`src/rtl/scan_pkg.sv`:
```
// scan_pkg: state encoding, synchroniser default and frame length shared by scan_responder.
// Macro SCAN_PARITY_EN lengthens every frame by one trailing even-parity bit.
package scan_pkg;

  typedef enum logic [1:0] {
    IDLE    = 2'd0,
    CAPTURE = 2'd1,
    SHIFT   = 2'd2,
    UPDATE  = 2'd3
  } state_e;

  localparam int SYNC_STAGES_DEF = 2;

  function automatic int frame_len(input int width);
`ifdef SCAN_PARITY_EN
    return width + 1;
`else
    return width;
`endif
  endfunction

endpackage

```
`src/rtl/scan_responder_if.sv`:
```
// scan_responder_if: serial scan lines between the scanchain controller (master)
// and the chain-side responder (slave).
interface scan_responder_if;

  logic tck;
  logic tms;
  logic tdi;
  logic tdo;
  logic rtck;

  modport master (output tck, output tms, output tdi, input tdo, input rtck);
  modport slave  (input tck, input tms, input tdi, output tdo, output rtck);

endinterface

```
`src/rtl/scan_sync_edge.sv`:
```
// scan_sync_edge: multi-stage synchroniser for an asynchronous level plus one-clk
// rise/fall pulses derived from the synchronised value.
module scan_sync_edge #(
  parameter int STAGES = 2
) (
  input  logic clk,
  input  logic reset,
  input  logic async_i,
  output logic sync_o,
  output logic rise_o,
  output logic fall_o
);

  logic [STAGES-1:0] chain_q;
  logic              prev_q;

  always_ff @(posedge clk or negedge reset) begin
    if (!reset) begin
      chain_q <= '0;
      prev_q  <= 1'b0;
    end else begin
      chain_q <= {chain_q[STAGES-2:0], async_i};
      prev_q  <= chain_q[STAGES-1];
    end
  end

  assign sync_o = chain_q[STAGES-1];
  assign rise_o = chain_q[STAGES-1] & ~prev_q;
  assign fall_o = ~chain_q[STAGES-1] & prev_q;

endmodule

```
`src/rtl/scan_responder.sv`:
```
// scan_responder: chain-side scan endpoint that oversamples tck/tms/tdi on clk, captures
// i_data, shifts it out on tdo and updates o_data at frame end. Optional: SCAN_PARITY_EN.
module scan_responder
  import scan_pkg::*;
#(
  parameter int WIDTH       = 8,
  parameter int SYNC_STAGES = SYNC_STAGES_DEF
) (
  input  logic             clk,
  input  logic             reset,
  scan_responder_if.slave  scan,
  input  logic [WIDTH-1:0] i_data,
  output logic [WIDTH-1:0] o_data,
  output logic             o_valid,
  output logic             o_err
);

  localparam int                FRAME_LEN = frame_len(WIDTH);
  localparam int                CNT_W     = $clog2(FRAME_LEN + 2);
  localparam logic [CNT_W-1:0]  CNT_FULL  = CNT_W'(FRAME_LEN);
  localparam logic [CNT_W-1:0]  CNT_MAX   = CNT_W'(FRAME_LEN + 1);

  logic tck_sync, tck_rise, tck_fall;
  logic tms_sync, tms_rise, tms_fall;
  logic tdi_sync;
  logic [SYNC_STAGES-1:0] tdi_chain_q;

  state_e                 state_q, state_d;
  logic [FRAME_LEN-1:0]   shift_q, shift_d;
  logic [CNT_W-1:0]       cnt_q, cnt_d;
  logic                   tdo_q, tdo_d;
  logic                   rtck_q;
  logic [WIDTH-1:0]       odata_q, odata_d;
  logic                   valid_q, valid_d;
  logic                   err_q, err_d;

  logic [FRAME_LEN-1:0]   capture_word;
  logic                   parity_ok;

  scan_sync_edge #(.STAGES(SYNC_STAGES)) u_tck_sync (
    .clk(clk), .reset(reset), .async_i(scan.tck),
    .sync_o(tck_sync), .rise_o(tck_rise), .fall_o(tck_fall)
  );

  scan_sync_edge #(.STAGES(SYNC_STAGES)) u_tms_sync (
    .clk(clk), .reset(reset), .async_i(scan.tms),
    .sync_o(tms_sync), .rise_o(tms_rise), .fall_o(tms_fall)
  );

  assign tdi_sync = tdi_chain_q[SYNC_STAGES-1];

`ifdef SCAN_PARITY_EN
  assign capture_word = {^i_data, i_data};
  assign parity_ok    = ~^shift_q;
`else
  assign capture_word = i_data;
  assign parity_ok    = 1'b1;
`endif

  always_ff @(posedge clk or negedge reset) begin
    if (!reset) begin
      tdi_chain_q <= '0;
      state_q     <= IDLE;
      shift_q     <= '0;
      cnt_q       <= '0;
      tdo_q       <= 1'b0;
      rtck_q      <= 1'b0;
      odata_q     <= '0;
      valid_q     <= 1'b0;
      err_q       <= 1'b0;
    end else begin
      tdi_chain_q <= {tdi_chain_q[SYNC_STAGES-2:0], scan.tdi};
      state_q     <= state_d;
      shift_q     <= shift_d;
      cnt_q       <= cnt_d;
      tdo_q       <= tdo_d;
      rtck_q      <= tck_sync;
      odata_q     <= odata_d;
      valid_q     <= valid_d;
      err_q       <= err_d;
    end
  end

  always_comb begin
    state_d = state_q;
    shift_d = shift_q;
    cnt_d   = cnt_q;
    tdo_d   = tdo_q;
    odata_d = odata_q;
    valid_d = 1'b0;
    err_d   = 1'b0;
    unique case (state_q)
      IDLE: begin
        if (tms_rise) state_d = CAPTURE;
      end
      CAPTURE: begin
        shift_d = capture_word;
        tdo_d   = i_data[0];
        cnt_d   = '0;
        state_d = SHIFT;
      end
      SHIFT: begin
        if (tck_rise) begin
          shift_d = {tdi_sync, shift_q[FRAME_LEN-1:1]};
          if (cnt_q != CNT_MAX) cnt_d = cnt_q + CNT_W'(1);
        end else if (tck_fall) begin
          tdo_d = shift_q[0];
        end
        // The level check also ends a frame whose tms dropped during the CAPTURE cycle.
        if (tms_fall || !tms_sync) state_d = UPDATE;
      end
      UPDATE: begin
        if (cnt_q == CNT_FULL && parity_ok) begin
          odata_d = shift_q[WIDTH-1:0];
          valid_d = 1'b1;
        end else begin
          err_d = 1'b1;
        end
        state_d = IDLE;
      end
      default: state_d = IDLE;
    endcase
  end

  assign scan.tdo  = tdo_q;
  assign scan.rtck = rtck_q;
  assign o_data    = odata_q;
  assign o_valid   = valid_q;
  assign o_err     = err_q;

endmodule
```
`src/flat_wrapper.sv`:
```
// flat-port wrapper written by rule: the top's interface ports become plain ports
module scan_responder_flat import scan_pkg::*;
#(
  parameter int WIDTH       = 8,
  parameter int SYNC_STAGES = SYNC_STAGES_DEF
)
  (clk, reset, i_data, o_data, o_valid, o_err, scan_tck, scan_tms, scan_tdi, scan_tdo, scan_rtck);
  scan_responder_if scan_i ();
  input  logic clk;
  input  logic reset;
  input  logic [WIDTH-1:0] i_data;
  output logic [WIDTH-1:0] o_data;
  output logic o_valid;
  output logic o_err;
  input wire logic [$bits(scan_i.tck)-1:0] scan_tck;
  input wire logic [$bits(scan_i.tms)-1:0] scan_tms;
  input wire logic [$bits(scan_i.tdi)-1:0] scan_tdi;
  output wire logic [$bits(scan_i.tdo)-1:0] scan_tdo;
  output wire logic [$bits(scan_i.rtck)-1:0] scan_rtck;
  assign scan_i.tck = scan_tck;
  assign scan_i.tms = scan_tms;
  assign scan_i.tdi = scan_tdi;
  assign scan_tdo = scan_i.tdo;
  assign scan_rtck = scan_i.rtck;
  scan_responder #(.WIDTH(WIDTH), .SYNC_STAGES(SYNC_STAGES)) u_core (.clk(clk), .reset(reset), .scan(scan_i), .i_data(i_data), .o_data(o_data), .o_valid(o_valid), .o_err(o_err));
endmodule
```
`config.mk`:
```
export PLATFORM = sky130hd
export DESIGN_NAME = scan_responder_flat
export DESIGN_NICKNAME = d
export VERILOG_FILES = /design/src/rtl/scan_pkg.sv /design/src/rtl/scan_responder_if.sv /design/src/rtl/scan_sync_edge.sv /design/src/rtl/scan_responder.sv /design/src/flat_wrapper.sv
export SDC_FILE = /design/constraint.sdc
export NUM_CORES = 1
export LEC_CHECK = 0
export CAP_MARGIN = 20
export CORE_MARGIN = 2
export CORE_UTILIZATION = 47
export CTS_CLUSTER_DIAMETER = 80
export DETAILED_ROUTE_END_ITERATION = 10
export PLACE_DENSITY = 0.82
export SLEW_MARGIN = 10
export SYNTH_ARGS = -nofsm -noshare
export SYNTH_HDL_FRONTEND = slang
export SYNTH_SLANG_ARGS = --single-unit
```
`constraint.sdc`:
```
create_clock -name clk -period 1.65 [get_ports clk]
set_input_delay 0.495 -clock clk [delete_from_list [all_inputs] [get_ports clk]]
set_output_delay 0.495 -clock clk [all_outputs]
set_load 0.005 [all_outputs]
```
==> results by group <==
Synth
  • Top cell type's share of synthesized area: 0.539
  • Register area share after synthesis: 0.539
  • Ranking of synthesized cells by area: dfrtp_1, mux2_2, ha_1
  • Post-synth top area cell: dfrtp_1
  • Post-Syn Nets: 130
  • Distinct cells, synth: 31
  • Post-synth EDFFs: 0
  • Ys Warns: 0
  • Synthesized area per cell: 14.2 um^2
  • Cells after Synth: 108
  • Most instantiated cells after synthesis: dfrtp_1, mux2_2, ha_1
  • Syn Std Cell Area: 1530 um^2
  • Synth Flop Type: dfrtp_1
  • Cell with the most instances after synthesis: dfrtp_1
  • #FFs+latches synth: 33
  • Asr flop ratio synth: 1.00

STA
  • Final min period: ~1600 ps
  • Period Utilization, post-route: 0.959
  • Final Hold Slack: between 300 and 400 ps
  • RSZ-0062 raised after global routing: no
  • Skew final: around 5.0 ps
  • Max_slew headroom: 0.810
  • Finish-stage setup viols: 0
  • Max-slew violation count: 0
  • Max frequency: 0.632 GHz
  • Final hold violations: 0
  • Worst slew pin tran: around 280 ps

Clock network
  • Clock buffer depth: 2
  • Total CTS buffers: 5
  • CTS clk-pin slew, worst paths: ~100 ps
  • Clock sink count: 33
  • CTS tree: yes
  • Insertion delay to the later sink of the worst-skew pair: 330 ps
  • Cts hold-fix bufs: 0
  • Clock Root Buffer: clkbuf_4
  • H-tree Lvls: 2

Detailed routing
  • Drt first pass iters: 4
  • Vias: 984
  • Final wirelength: around 2900 um
  • Vias per std cell: 5.13
  • WL per Instance: 15.1 um
  • Residual DRC: 0
  • Iteration-0 DRC Markers: 18
  • Final ANT Viol Nets: 0

GRT
  • Congestion Overflow GR: 0
  • First-pass GRT wire length: ~4800 um
  • Initial antenna violation count: 0
  • Number of global-route vias before repair: 1,026
  • Largest net degree at the start of global routing: 34
  • Gr usage total: 0.182

Die
  • Row Count: 20
  • Chip width: 61.1 um
  • Die Span Y: 61.1 um
  • Die area: 3730 um^2
  • Starting Density: 0.498
  • Core Footprint: 3080 um^2
  • Ports: 25

Critical path
  • Crit. End Element: flip-flop
  • Critical path class: reg2reg
  • Worst-path fanout max: 3
  • Kind of start point of the critical path: flip-flop
  • Worst Path Arrival: between 1500 and 2000 ps
  • Critical Path RT: ~1900 ps

Cells and area
  • Share of layout cells above drive strength 1: 0.378
  • Non-Filler Instances: 192
  • Multi-input gate area: 708 um^2
  • Register area: between 800 and 900 um^2
  • Filler cells: 209
  • Fin nets: 170
  • Layout area overhead: 31.9%
  • Ant diodes: 0
  • End-of-flow core utilization: 0.657

Min path
  • Min-Delay Path Class: reg2reg

Place
  • Inst Count DP: 179
  • Gp weighted congestion: 0.807
  • # port buffers: 24
  • Post-DP HPWL: 1960 um

Power
  • Maximum VDD drop: 0.858 mV
  • Leak: 0.964 nW
  • Pwr/cell area: approximately 1500 nW/um^2
  • Final Power: 0.00303 W

Status
  • Outcome: finished clean

Run
  • Max_cap viols: 0
==> layer usage <==
layer,track usage,part of all wire,vias to the layer above
li1,-,-,464
met1,0.228,0.43,485
met2,0.287,0.50,26
met3,0.0651,0.047,9
met4,0.0714,0.022,0
met5,0,0,-
==> path summary, 6_finish.rpt <==
path                       cells past startpoint  slack (ps)                          from                      endpoint
max                                            5          70             u_core.state_q[1]               u_core.scan.tdo
min reg2reg                                    0         360  u_core.u_tms_sync.chain_q[0]  u_core.u_tms_sync.chain_q[1]
min                                            0         360  u_core.u_tms_sync.chain_q[0]  u_core.u_tms_sync.chain_q[1]
max in group asynchronous                      2         950                         reset              u_core.o_data[3]
min in group asynchronous                      2         520                         reset              u_core.o_data[7]
max reg2reg                                    5          70             u_core.state_q[1]               u_core.scan.tdo
==> where the power goes <==
| part | internal [W] | switching [W] |
|---|---|---|
| registers | 0.000991 | 0.000136 |
| clock network | 0.000199 | 0.000273 |
| logic | 0.000843 | 0.000590 |
==> worst max-delay path, cell delays in order, from the launching register on <==
cell      delay, ps
dfrtp_1         440
buf_6           150
ha_4            170
buf_4           140
a221oi_2        260
mux2_4          320
==> cells by family after synthesis <==
kind of cell    synth area share
compound gates            0.0547
simple gates              0.0914
buf+inv                   0.0294
fa+ha+maj                 0.0735
mux                        0.212
flops                      0.539
==> sequential cells by signal, indices dropped and copies added (netlist names), 2 cells and up <==
name and count:
u_core.cnt_q 4, u_core.o_data 8, u_core.shift_q 8, u_core.state_q 2, u_core.tdi_chain_q 2, u_core.u_tck_sync.chain_q 2, u_core.u_tms_sync.chain_q 2
==> layout by cell type (no fill, tap or decap), drive strengths merged <==
| cell | instances |
|---|---|
| and2b | 1 |
| nand3 | 4 |
| a221oi | 1 |
| mux2 | 26 |
| or4 | 1 |
| nand3b | 1 |
| nand2b | 4 |
| clkinvlp | 1 |
| dlygate4sd2 | 12 |
| o41ai | 1 |
| buf | 11 |
| nand2 | 2 |
| a211o | 1 |
| clkdlybuf4s50 | 12 |
| inv | 6 |
| a31o | 2 |
| a31oi | 1 |
| nor2b | 2 |
| mux2i | 2 |
| o21a | 1 |
| nor3 | 1 |
| clkbuf | 6 |
| o211ai | 1 |
| nor4 | 1 |
| and2 | 1 |
| and3b | 1 |
| dfrtp | 33 |
| ha | 9 |
| or3 | 1 |
| a21oi | 1 |
| a21boi | 1 |
==> what timing repair did <==
item                       in CTS  in global routing
gates resized for setup        12                 12
setup buffers                   4                  2
setup endpoints to repair      22                 12
==> through the flow <==
stage | setup TNS, ps | worst slack (ps) | instance area (um^2)
finish | 0 | 68.3 | 2020
global route | 0 | 0.306 | 2020
detailed placement | -109 | -24.0 | 1870
global placement | 0 | 27.0 | 1870
CTS | 0 | 15.1 | 1950
floorplan | 0 | 36.3 | 1530
==> cell type report <==
cell class                 instances  area share
multi-input combinational         67       0.350
sequential                        33       0.408
tap                               44      0.0272
timing repair buffer              35       0.173
inverter                           6      0.0124
clock buffer                       6      0.0254
clock inverter                     1     0.00371
No activity file was read; power rests on OpenSTA's default activity.
